File: src/rtl/rvx10_pkg.sv
// Shared RVX10 pipeline types: hazard FSM states and forwarding-select encodings.
package rvx10_pkg;

  typedef enum logic [1:0] {
    RST_FLUSH = 2'd0,
    RUN       = 2'd1,
    LU_STALL  = 2'd2
  } hazard_state_t;

  localparam logic [1:0] FWD_RF  = 2'b00;
  localparam logic [1:0] FWD_WB  = 2'b01;
  localparam logic [1:0] FWD_MEM = 2'b10;

endpackage

File: src/rtl/rvx10_fwd_sel.sv
// One EX-stage operand forwarding select; MEM result beats WB result, x0 never forwards.
module rvx10_fwd_sel
  import rvx10_pkg::*;
#(
  parameter int NREG_BITS = 5
) (
  input  logic [NREG_BITS-1:0] rs_e,
  input  logic [NREG_BITS-1:0] rd_m,
  input  logic                 reg_write_m,
  input  logic [NREG_BITS-1:0] rd_w,
  input  logic                 reg_write_w,
  output logic [1:0]           fwd
);

  always_comb begin
    fwd = FWD_RF;
    if (reg_write_m && (rd_m != '0) && (rd_m == rs_e)) begin
      fwd = FWD_MEM;
    end else if (reg_write_w && (rd_w != '0) && (rd_w == rs_e)) begin
      fwd = FWD_WB;
    end
  end

endmodule

File: src/rtl/rvx10_hazard_unit.sv
// RVX10 hazard controller: EX forwarding, one-cycle load-use stall, redirect flushes.
// Performance counters are live only when RVX10_HAZARD_PERF_EN is defined.
//
// state     | meaning
// RST_FLUSH | first cycle(s) after reset: bubble D and E
// RUN       | normal issue; may raise a load-use stall
// LU_STALL  | bubble already in EX; release the stall
module rvx10_hazard_unit
  import rvx10_pkg::*;
#(
  parameter int NREG_BITS = 5
) (
  input  logic                 clk,
  input  logic                 rst_n,
  input  logic [NREG_BITS-1:0] rs1_d,
  input  logic [NREG_BITS-1:0] rs2_d,
  input  logic [NREG_BITS-1:0] rs1_e,
  input  logic [NREG_BITS-1:0] rs2_e,
  input  logic [NREG_BITS-1:0] rd_e,
  input  logic                 load_e,
  input  logic                 pc_src_e,
  input  logic [NREG_BITS-1:0] rd_m,
  input  logic                 reg_write_m,
  input  logic [NREG_BITS-1:0] rd_w,
  input  logic                 reg_write_w,
  output logic                 stall_f,
  output logic                 stall_d,
  output logic                 flush_d,
  output logic                 flush_e,
  output logic [1:0]           fwd_a_e,
  output logic [1:0]           fwd_b_e,
  output logic [31:0]          stall_cycles,
  output logic [31:0]          flush_cycles
);

  hazard_state_t state;
  logic          lu;

  rvx10_fwd_sel #(.NREG_BITS(NREG_BITS)) u_fwd_a (
    .rs_e        (rs1_e),
    .rd_m        (rd_m),
    .reg_write_m (reg_write_m),
    .rd_w        (rd_w),
    .reg_write_w (reg_write_w),
    .fwd         (fwd_a_e)
  );

  rvx10_fwd_sel #(.NREG_BITS(NREG_BITS)) u_fwd_b (
    .rs_e        (rs2_e),
    .rd_m        (rd_m),
    .reg_write_m (reg_write_m),
    .rd_w        (rd_w),
    .reg_write_w (reg_write_w),
    .fwd         (fwd_b_e)
  );

  assign lu = load_e && (rd_e != '0) && ((rd_e == rs1_d) || (rd_e == rs2_d));

  always_ff @(posedge clk or negedge rst_n) begin
    if (!rst_n) begin
      state <= RST_FLUSH;
    end else begin
      case (state)
        RST_FLUSH: state <= RUN;
        RUN:       if (lu && !pc_src_e) state <= LU_STALL;
        LU_STALL:  state <= RUN;
        default:   state <= RST_FLUSH;
      endcase
    end
  end

  // A taken redirect squashes the load's consumer, so it overrides the stall.
  always_comb begin
    stall_f = 1'b0;
    stall_d = 1'b0;
    flush_d = 1'b1;
    flush_e = 1'b1;
    case (state)
      RUN: begin
        stall_f = lu && !pc_src_e;
        stall_d = lu && !pc_src_e;
        flush_d = pc_src_e;
        flush_e = pc_src_e || lu;
      end
      LU_STALL: begin
        flush_d = pc_src_e;
        flush_e = pc_src_e;
      end
      default: ;
    endcase
  end

`ifdef RVX10_HAZARD_PERF_EN
  logic [31:0] stall_cnt_q;
  logic [31:0] flush_cnt_q;

  always_ff @(posedge clk or negedge rst_n) begin
    if (!rst_n) begin
      stall_cnt_q <= '0;
      flush_cnt_q <= '0;
    end else if (state != RST_FLUSH) begin
      if (stall_d)  stall_cnt_q <= stall_cnt_q + 32'd1;
      if (pc_src_e) flush_cnt_q <= flush_cnt_q + 32'd1;
    end
  end

  assign stall_cycles = stall_cnt_q;
  assign flush_cycles = flush_cnt_q;
`else
  assign stall_cycles = 32'd0;
  assign flush_cycles = 32'd0;
`endif

endmodule

File: config.mk
export PLATFORM = sky130hd
export DESIGN_NAME = rvx10_hazard_unit
export DESIGN_NICKNAME = d
export VERILOG_FILES = /design/src/rtl/rvx10_pkg.sv /design/src/rtl/rvx10_fwd_sel.sv /design/src/rtl/rvx10_hazard_unit.sv
export SDC_FILE = /design/constraint.sdc
export NUM_CORES = 1
export LEC_CHECK = 0
export ABC_AREA = 1
export BUFFER_PORTS_ARGS = -buffer_cell sky130_fd_sc_hd__buf_4
export CAP_MARGIN = 20
export CORE_MARGIN = 5
export CORE_UTILIZATION = 37
export CTS_CLUSTER_DIAMETER = 60
export DETAILED_ROUTE_END_ITERATION = 8
export HOLD_SLACK_MARGIN = 0.05
export PLACE_DENSITY_LB_ADDON = 0.12
export SYNTH_ARGS = -nofsm -noshare
export SYNTH_HDL_FRONTEND = slang
export SYNTH_SLANG_ARGS = --single-unit
export TNS_END_PERCENT = 20
File: constraint.sdc
create_clock -name clk -period 1.57 [get_ports clk]
set_clock_uncertainty 0.15 [all_clocks]
set_input_delay 0.314 -clock clk [delete_from_list [all_inputs] [get_ports clk]]
set_output_delay 0.314 -clock clk [all_outputs]
set_load 0.005 [all_outputs]
# Word level (Yosys, flattened, before mapping)
# Cells that the tools add are included.
# totals
input_bits	41
output_inout_bits	72
wordCells	37
reg_bits	2
# op_classes
eq_ne	9
reduce_logical	18
mux	9
# ops
cell	count
5-bit == test	6
5-bit nonzero test	3
1-bit logical AND	9
2-bit two-way mux	3
1-bit two-way mux	4
2-bit case mux with 2 select lines	1
2-bit OR reduction	2
2-bit by 1-bit == test with 1-bit output, second input constant	1
2-bit == test, second input constant	1
2-bit logical NOT	1
1-bit logical OR	2
2-bit != test, second input constant	1
1-bit case mux with 2 select lines	1
1-bit logical NOT	1

# Depth between registers and ports, before layout
# Gate-level depths: netlist (run 1).
# depth
depth_word	6
depth_mapped	10
depth_no_buf	10

# Cells and area by module
# Synthesis (run 1) repeated with hierarchy kept, for this count alone.
# hier_totals
cells_unflattened	234
area_unflattened_um2	1277.5
# by_module_without_submodules
mod	cells_each	n_inst	area_each_um2	seq_area_each_um2
rvx10_hazard_unit	134	1	849.6	50.0
rvx10_fwd_sel	50	2	214.0	0.0

# Worst setup path after synthesis (run 1)
# Ideal clock, no wire load.
# synth_path
path_type	register to output
start	register state[1]
end	output port stall_f
required_time_ps	1106
stages_incl_launch_ff	6
path_buffers	1
slack_ps	71
t_arrival_ps	1035
cell_sequence	dfrtp_1 > inv_1 > ha_1 > nand3_1 > nor2_1 > buf_4
# synth_between
elab_chain_cells	2
# synth_lines
element	line_no	rtl
start, declared	rvx10_hazard_unit.sv:36	hazard_state_t state;
start signal, assigned	rvx10_hazard_unit.sv:61	state <= RST_FLUSH;
start signal, assigned	rvx10_hazard_unit.sv:64	RST_FLUSH: state <= RUN;
start signal, assigned	rvx10_hazard_unit.sv:65	RUN: if (lu && !pc_src_e) state <= LU_STALL;
2-bit by 1-bit == test with 1-bit output	--	
1-bit two-way mux	--	
end, declared	rvx10_hazard_unit.sv:26	output logic stall_f,
# No other way between the ends.

# Worst setup path after layout (run 1)
# layout_path
start	register state[0]
end	output port flush_e
# layout_between
elab_chain_cells	2
word_cells_on_any_way	3
classes_between	2 x eq/ne; 1 x mux
# layout_lines
element	line_no	rtl
2-bit == test or 2-bit by 1-bit == test with 1-bit output (tied branches)	rvx10_hazard_unit.sv:78	case (state)
1-bit case mux with 2 select lines *	rvx10_hazard_unit.sv:78	
end, declared	rvx10_hazard_unit.sv:29	output logic flush_e,
# Every way passes the cells marked *; elsewhere a longest branch is shown, timed or not.

==> results.ini, run 1 <==
[logic_synthesis]
synth.area.top_cells=buf_4 43%, nand2_1 9.5%, xnor2_1 9.2%
synth_ff_type=dfrtp_1
synth_top_area_cell=buf_4
synth-edff-count=0
ys_async_sr_fraction=1.00
avgSynthCellArea_um2=6.50
synthMostInstantiatedCell=buf_4
ys_warn_count=0
ys_types=19
synthCells=176
syn_area_um2=1140
synth_commonest_cells=65 x buf_4, 29 x nand2_1, 15 x nor2_1, 14 x inv_1, 12 x xnor2_1
synth_top_area_frac=0.427
seq_area_frac_synth=0.0438
ys_ff_latch=2

[setup_path]
cp-end-kind=output port
cp.arrival_ns=1.25
rr_worst_depth=6
crit_type=flip-flop to output port
cp_max_fo=3
required_ns=1.11
worst_setup_path_start_kind=flip-flop

[power_and_ir_drop]
power_density_nw_per_um2=500
sw_frac_of_total=0.406
ir_drop_mv=0.198
internal-power_uw=437
seqPwrFrac=0.110
p_leak_uw=0.000867
switching_power_uw=299
clkPwrFrac=0.157
comb_power_share=0.733
finalPower_uw=736

[clock_network]
clock-sinks=2
cts_made_buffers=3
cts_tree=yes
clk_pin_slew_worst_paths_ns=0.03
clkLatencyLatePin_ns=0.23
cts-root-buf=clkbuf_4
h-tree-depth=1
cts_buffer_depth=2

[timing]
timing.final.crit_share=1.09
max_freq_mhz=584
setup_viol=6
rsz0062_at_grt=true
drv_slew=0
setup_slack_ns=-0.142
period_needed_ns=1.71
hold_violations=0
hold_slack_ns=0.278

[drt]
drcViolationCount=0
via_count=1015
ant_nets=0
wl_per_cell_um=9.93
wirelength_mm=2.66
routed_via_density=3.79
drtIter0Drc=17
first_pass_iters=4

[final_layout]
drive_gt1_frac=0.315
top_register=state
multi_input_area_um2=831
top_regs=state: 2 flops
instances_no_fill=268
nets=282
largest_register_ffs=2
regArea_um2=50.0
area_delta_synth_final_pct=28.7
diodes=0
final.fill_count=320

[global_route]
grt_pass1_vias=927
grt_pass1_wl_mm=3.77
globalRouteMet2Util=0.196
use_met3=0.0239
use_met1=0.129
antenna_found_initial=0
grtUsageTotal=0.109
globalRoute.busiestLayer=met2
grt_overflow=0
grt_max_degree=5

[die]
die_x_um=65.6
core_um2=3000
start_util=0.381
rows=20
die_h_um=65.6
pin_count=113
die_area_um2=4300

[outcome]
violations=negative setup slack
status=finished with violations

[place]
dp.cells=261
finalWeightedCongestion=0.805
dp_hpwl_mm=2.45
dp_slack_ns=-0.166
io_buffers=48

[min_path]
hold_class=input pin to asynchronous set/reset pin

[job]
cap_violations=0

-- logic make-up (layout without fill, tap and decap cells) --
kind of cell	after synthesis	in the layout	share of synthesized area
AO/OA/AOI/OAI	5	5	0.0241
flip-flops	2	2	0.0438
adder cells (fa/ha/maj)	4	4	0.0438
AND/OR/NAND/NOR	59	59	0.231
XOR/XNOR	22	22	0.168
other	1	64	0.00328
buffers and inverters	83	79	0.486
-- worst max-delay path: stages (launching register included) --
cell and delay, ns:
dfrtp_1 0.39, buf_6 0.13, ha_4 0.16, o21ai_2 0.12, nand3_1 0.08, buf_4 0.14
-- power groups by stage --
stage | registers, µW | clock network [µW] | logic, µW
after floorplan | 80.0 | 0 | 342
after detailed placement | 85.4 | 0 | 430
after global placement | 85.3 | 0 | 428
after CTS | 79.2 | 123 | 520
after global routing | 80.8 | 127 | 603
final | 80.8 | 116 | 540
-- path summary, 6_finish.rpt --
path	startpoint	to	slack [ns]
min in group clk	pc_src_e	state[1]	0.29
worst min-delay path	rst_n	state[1]	0.28
max in group asynchronous	rst_n	state[0]	0.90
worst max-delay path	state[0]	flush_e	-0.14
worst max register to register	state[0]	state[0]	0.29
worst min register to register	state[1]	state[1]	0.45
-- cells in the final DEF (no fill, tap or decap), drive strengths merged, types with 2 or more instances in the layout --
master	netlist	routed
conb	1	64
clkbuf	0	3
inv	17	17
dfrtp	2	2
o21ai	4	4
buf	65	57
nand4	3	3
xnor2	12	12
nor4	2	2
nor3	2	2
nand2	29	29
ha	4	4
nor2	15	15
xor2	10	10
nand3	8	8
-- final cells by class --
class | count | area share
multi-input cells | 154 | 0.565
well taps | 33 | 0.0281
flip-flops and latches | 2 | 0.0340
clock buffers | 3 | 0.0153
repair buffers | 58 | 0.310
inverters | 18 | 0.0476
-- stage by stage --
step                instance area (µm²)  setup TNS [ns]  utilization
floorplan                          1380               0            -
global placement                   1340          -0.519        0.446
detailed placement                 1340          -0.534        0.446
CTS                                1440          -0.557        0.478
global route                       1470          -0.913        0.490
finish                             1470          -0.427        0.490
-- timing repair --
item,4_1_cts,5_1_grt
hold buffers,1,0
endpoints found under the hold margin,2,0
resized for setup,12,6
pin swaps,11,4
buffers inserted,3,0
gates cloned,0,0
setup endpoints to repair,8,8
-- metal layers --
layer | routed length (µm) | share of wire
met4 | 51 | 0.019
met5 | 0 | 0
met3 | 292 | 0.11
met1 | 999 | 0.38
met2 | 1320 | 0.50
Power figures use the tool's default switching activity.
==> run 2: changes to the inputs <==
--- a/config.mk
+++ b/config.mk
@@ -8,6 +8,7 @@
 export ABC_AREA = 1
 export BUFFER_PORTS_ARGS = -buffer_cell sky130_fd_sc_hd__buf_4
 export CAP_MARGIN = 20
+export CORE_ASPECT_RATIO = 0.9
 export CORE_MARGIN = 5
 export CORE_UTILIZATION = 37
 export CTS_CLUSTER_DIAMETER = 60
==> run 2 against run 1 <==
The flow still finishes with violations (negative setup slack). Total power fell by 0.54%. Setup slack improved by 0.034 ns. Non-clock buffer count did not move. Via count fell by 1.4%. Sequential cell count did not move.
==> results.ini, run 2 (synthesized netlist as in run 1, its figures left out) <==
[setup_path]
cp-end-kind=output port  ; unchanged
cp_slowest_stage_delay_ns=0.40  ; was 0.39 ns
worstPathCellList=buf_6 -> ha_4 -> o21ai_2 -> nand3_1 -> buf_4  ; unchanged
cp.arrival_ns=1.21  ; was 1.25 ns
crit_type=flip-flop to output port  ; unchanged
required_ns=1.11  ; about the same
cp_max_fo=3  ; unchanged
worst_path_max_delay_cell=dfrtp_1  ; unchanged
worst_setup_path_start_kind=flip-flop  ; unchanged

[global_route]
grt_pass1_vias=928  ; was 927
grtUsageTotal=0.115  ; was 0.109
grt_max_degree=5  ; unchanged
antenna_found_initial=0  ; unchanged
grt_overflow=0  ; unchanged
grt_pass1_wl_mm=3.93  ; was 3.77 mm

[final_layout]
final_common_cell=conb_1  ; unchanged
top_regs=state: 2 flops  ; unchanged
top_register=state  ; unchanged
largest_register_ffs=2  ; unchanged
drive_gt1_frac=0.323  ; was 0.315
diodes=0  ; unchanged
layout_common_cells=64 x conb_1, 55 x buf_4, 29 x nand2_1, 14 x nor2_1, 12 x inv_1  ; was 64 x conb_1, 52 x buf_4, 29 x nand2_1, 14 x nor2_1, 13 x inv_1
stdcell_area_um2=1470  ; about the same
final.fill_count=336  ; was 320
nets=282  ; unchanged
area_delta_synth_final_pct=28.9  ; was 28.7%
instances_no_fill=277  ; was 268

[drt]
drtIter0Drc=54  ; was 17
via_count=1001  ; was 1015
ant_nets=0  ; unchanged
wl_per_cell_um=9.55  ; was 9.93 µm
routed_via_density=3.61  ; was 3.79
wirelength_mm=2.65  ; was 2.66 mm
first_pass_iters=4  ; unchanged
drcViolationCount=0  ; unchanged

[clock_network]
clkLatencyLatePin_ns=0.23  ; about the same
cts_buffer_depth=2  ; unchanged
clk_pin_slew_worst_paths_ns=0.03  ; about the same
cts_tree=yes  ; unchanged
cts_made_buffers=3  ; unchanged
h-tree-depth=1  ; unchanged
clock-sinks=2  ; unchanged
cts-root-buf=clkbuf_4  ; unchanged

[place]
io_buffers=48  ; unchanged
dp.cells=269  ; was 261
dp_hpwl_mm=2.41  ; was 2.45 mm
place_area_um2=1340  ; about the same
finalWeightedCongestion=0.749  ; was 0.805

[timing]
max_freq_mhz=596  ; was 584 MHz
hold_violations=0  ; unchanged
timing.final.crit_share=1.07  ; was 1.09
hold_slack_ns=0.272  ; was 0.278 ns
period_needed_ns=1.68  ; was 1.71 ns
fin_setup_tns_ns=-0.391  ; was -0.427 ns
setup_slack_ns=-0.108  ; was -0.142 ns
rsz0062_at_grt=true  ; unchanged
setup_viol=6  ; unchanged
drv_slew=0  ; unchanged

[power_and_ir_drop]
ir_drop_mv=0.268  ; was 0.198 mV
p_leak_uw=0.000864  ; was 0.000867 µW
power_density_nw_per_um2=497  ; was 500 nW/µm²

[die]
start_util=0.379  ; was 0.381
pin_count=113  ; unchanged
die_x_um=68.6  ; was 65.6 µm
rows=19  ; was 20
core_um2=3020  ; was 3000 µm²
die_area_um2=4300  ; about the same
die_h_um=62.7  ; was 65.6 µm

[outcome]
violations=negative setup slack  ; unchanged
status=finished with violations  ; unchanged

[job]
cap_violations=0  ; unchanged

[min_path]
hold_class=input pin to asynchronous set/reset pin  ; unchanged

-- run 2: final cells by class --
class,count,area (µm²),share of cell area
Multi-Input combinational cell,154,836,0.567
Sequential cell,2,50.0,0.0340
Timing Repair Buffer,58,445,0.302
Tap cell,42,52.6,0.0357
Inverter,18,67.6,0.0458
Clock buffer,3,22.5,0.0153
-- run 2: metal layers --
layer / wire [µm] / track usage
met1: 1030 / 0.153
met2: 1300 / 0.190
met3: 317 / 0.0324
met4: 0 / 0.00744
met5: 0 / 0
-- run 2: stage by stage --
step	utilization	total power [µW]	setup slack, ns
after detailed placement	0.445	513	-0.114
after CTS	0.475	719	-0.132
final	0.488	732	-0.108
after global routing	0.488	824	-0.180
after floorplan	-	422	0.0705
after global placement	0.445	513	-0.113
-- run 2: report_power, final --
part	switching (µW)	internal, µW	total [µW]	leakage [µW]
sequential	15.0	67.3	82.3	0.0000259
clock	32.4	84.6	117	0.0000138
combinational	250	284	533	0.000824
-- run 2: critical path, delay by kind of cell, from the launching register on --
family | cells | cell delay (ns)
buf+inv | 2 | 0.27
simple gates | 1 | 0.07
flops | 1 | 0.40
compound gates | 1 | 0.10
fa+ha+maj | 1 | 0.16
-- run 2: path summary, 6_finish.rpt --
kind                          start       end  slack (ns)  cells past startpoint
min reg2reg                state[0]  state[0]        0.53                      3
min                           rst_n  state[1]        0.27                      2
max                        state[0]   flush_e       -0.11                      5
max in group asynchronous     rst_n  state[0]        0.91                      2
max reg2reg                state[0]  state[0]        0.36                      5
min in group clk           pc_src_e  state[1]        0.28                      4
-- run 2: repair_timing --
item,CTS,global route
buffers inserted,3,1
hold buffers,1,0
gates resized for setup,9,7
pin swaps,2,3
endpoints found under the hold margin,2,0
setup endpoints to repair,7,8
==> run 3: changes to the inputs <==
--- a/config.mk
+++ b/config.mk
@@ -8,9 +8,11 @@
 export ABC_AREA = 1
 export BUFFER_PORTS_ARGS = -buffer_cell sky130_fd_sc_hd__buf_4
 export CAP_MARGIN = 20
+export CELL_PAD_IN_SITES_DETAIL_PLACEMENT = 1
+export CELL_PAD_IN_SITES_GLOBAL_PLACEMENT = 1
 export CORE_ASPECT_RATIO = 0.9
 export CORE_MARGIN = 5
-export CORE_UTILIZATION = 37
+export CORE_UTILIZATION = 22
 export CTS_CLUSTER_DIAMETER = 60
 export DETAILED_ROUTE_END_ITERATION = 8
 export HOLD_SLACK_MARGIN = 0.05
==> run 3 against run 2 <==
The flow still finishes with violations (negative setup slack). Sequential cell count unchanged. Clock power up 73%. Register-to-register slack got worse by 0.12 ns. Critical path depth unchanged. Total power grew 24%. Routed wire length grew 25%. Die area grew 57%. Sequential share of layout area decreased by 0.33 points. Combinational power is 16% higher. Sequential power is 9.1% higher. Critical endpoint unchanged.
==> results.ini, run 3 (synthesized netlist as in run 1, its figures left out) <==
[clock_network]
cts_made_buffers=3  ; unchanged
clk_pin_slew_worst_paths_ns=0.03  ; about the same
clkLatencyLatePin_ns=0.21  ; was 0.23 ns
h-tree-depth=1  ; unchanged
cts_buffer_depth=2  ; unchanged
cts-root-buf=clkbuf_8  ; was clkbuf_4
clock-sinks=2  ; unchanged
cts_tree=yes  ; unchanged

[die]
start_util=0.231  ; was 0.379
die_h_um=78.4  ; was 62.7 µm
rows=24  ; was 19
die_x_um=86  ; was 68.6 µm
die_area_um2=6740  ; was 4300 µm²
pin_count=113  ; unchanged
core_um2=4950  ; was 3020 µm²

[global_route]
antenna_found_initial=0  ; unchanged
grt_pass1_wl_mm=4.71  ; was 3.93 mm
grt_overflow=0  ; unchanged
globalRouteMet2Util=0.150  ; was 0.190
use_met1=0.109  ; was 0.153
globalRoute.busiestLayer=met2  ; unchanged
grt_max_degree=5  ; unchanged
grtUsageTotal=0.0855  ; was 0.115
grt_pass1_vias=1039  ; was 928
use_met3=0.0209  ; was 0.0324

[drt]
wirelength_mm=3.31  ; was 2.65 mm
first_pass_iters=4  ; unchanged
drcViolationCount=0  ; unchanged
drtIter0Drc=14  ; was 54
via_count=1037  ; was 1001
ant_nets=0  ; unchanged
wl_per_cell_um=11.0  ; was 9.55 µm
routed_via_density=3.43  ; was 3.61

[final_layout]
nets=284  ; was 282
final_core_util=0.329  ; was 0.488
area_delta_synth_final_pct=42.6  ; was 28.9%
instances_no_fill=302  ; was 277
stdcell_area_um2=1630  ; was 1470 µm²
final.fill_count=630  ; was 336
layout_common_cells=64 x conb_1, 54 x buf_4, 28 x nand2_1, 11 x nor2_1, 11 x inv_1  ; was 64 x conb_1, 55 x buf_4, 29 x nand2_1, 14 x nor2_1, 12 x inv_1
drive_gt1_frac=0.371  ; was 0.323
final_common_cell=conb_1  ; unchanged
top_regs=state: 2 flops  ; unchanged
diodes=0  ; unchanged
top_register=state  ; unchanged
largest_register_ffs=2  ; unchanged

[setup_path]
r2r-end=state[0]  ; unchanged
r2r_start=state[1]  ; was state[0]
crit_type=flip-flop to output port  ; unchanged
cp-end-kind=output port  ; unchanged
rr_worst_depth=6  ; was 5
r2r_setup_slack_ns=0.24  ; was 0.36 ns
cp_max_fo=3  ; unchanged
worst_setup_path_start_kind=flip-flop  ; unchanged
cp.arrival_ns=1.23  ; was 1.21 ns
required_ns=1.11  ; about the same

[timing]
drv_slew=0  ; unchanged
fin_setup_tns_ns=-0.517  ; was -0.391 ns
hold_violations=0  ; unchanged
max_freq_mhz=590  ; was 596 MHz
rsz0062_at_grt=true  ; unchanged
period_needed_ns=1.69  ; was 1.68 ns
setup_slack_ns=-0.124  ; was -0.108 ns
setup_viol=7  ; was 6
timing.final.crit_share=1.08  ; was 1.07

[place]
place_area_um2=1380  ; was 1340 µm²
dp.cells=293  ; was 269
io_buffers=48  ; unchanged
dp_slack_ns=-0.138  ; was -0.114 ns
dp_hpwl_mm=2.91  ; was 2.41 mm
finalWeightedCongestion=0.699  ; was 0.749

[min_path]
hold_class=input pin to asynchronous set/reset pin  ; unchanged

[power_and_ir_drop]
power_density_nw_per_um2=557  ; was 497 nW/µm²
ir_drop_mv=0.319  ; was 0.268 mV
p_leak_uw=0.000906  ; was 0.000864 µW

[outcome]
violations=negative setup slack  ; unchanged
status=finished with violations  ; unchanged

[job]
cap_violations=0  ; unchanged

run 3: cell count changes in the layout (fill, tap and decap cells not counted), sizes merged:
cell,delta
buf,+2
run 3: how the worst max path moves through the flow:
stage,start,endpoint,slack (ns),depth (start not counted)
6_report,state[0],flush_e,-0.12,5
5_1_grt,state[1],stall_d,-0.18,5
4_1_cts,state[0],flush_e,-0.11,5
3_5_place_dp,rd_w[0],fwd_a_e[0],-0.14,6
3_3_place_gp,rd_w[0],fwd_a_e[0],-0.17,6
2_1_floorplan,state[1],stall_f,0.07,5
run 3: timing repair:
action | 4_1_cts | 5_1_grt
hold buffers | 1 | 0
setup endpoints to repair | 8 | 8
resized for setup | 16 | 19
buffers inserted | 3 | 2
pin swaps | 4 | 10
hold endpoints to repair | 2 | 0
run 3: critical path, stage by stage (launching register included):
cell and delay [ns]:
dfrtp_1 0.42, inv_2 0.10, ha_4 0.17, o21ai_2 0.12
nand3_1 0.08, buf_4 0.14
run 3: layout make-up:
cell class / instances / area, µm² / area share
timing repair buffer: 60 / 480 / 0.295
multi-input combinational: 154 / 910 / 0.558
inverter: 18 / 67.6 / 0.0414
tap: 65 / 81.3 / 0.0499
clock buffer: 3 / 41.3 / 0.0253
sequential: 2 / 50.0 / 0.0307
run 3: per-stage QoR:
step           hold WS, ns  power [µW]
3_5_place_dp       -0.0518         527
5_1_grt              0.297         999
6_report             0.299         908
4_1_cts              0.279         819
3_3_place_gp       -0.0526         527
2_1_floorplan       -0.132         422
run 3: report_power, final:
group | switching (µW) | internal [µW] | leakage (µW)
sequential | 22.6 | 67.2 | 0.0000259
clock | 39.7 | 162 | 0.0000216
combinational | 290 | 326 | 0.000858
total | 352 | 556 | 0.000906
run 3: routing by layer:
metal | up-vias | routed length (µm)
li1 | 528 | -
met1 | 444 | 1350
met2 | 65 | 1640
met3 | 0 | 324
met4 | 0 | 0
met5 | - | 0
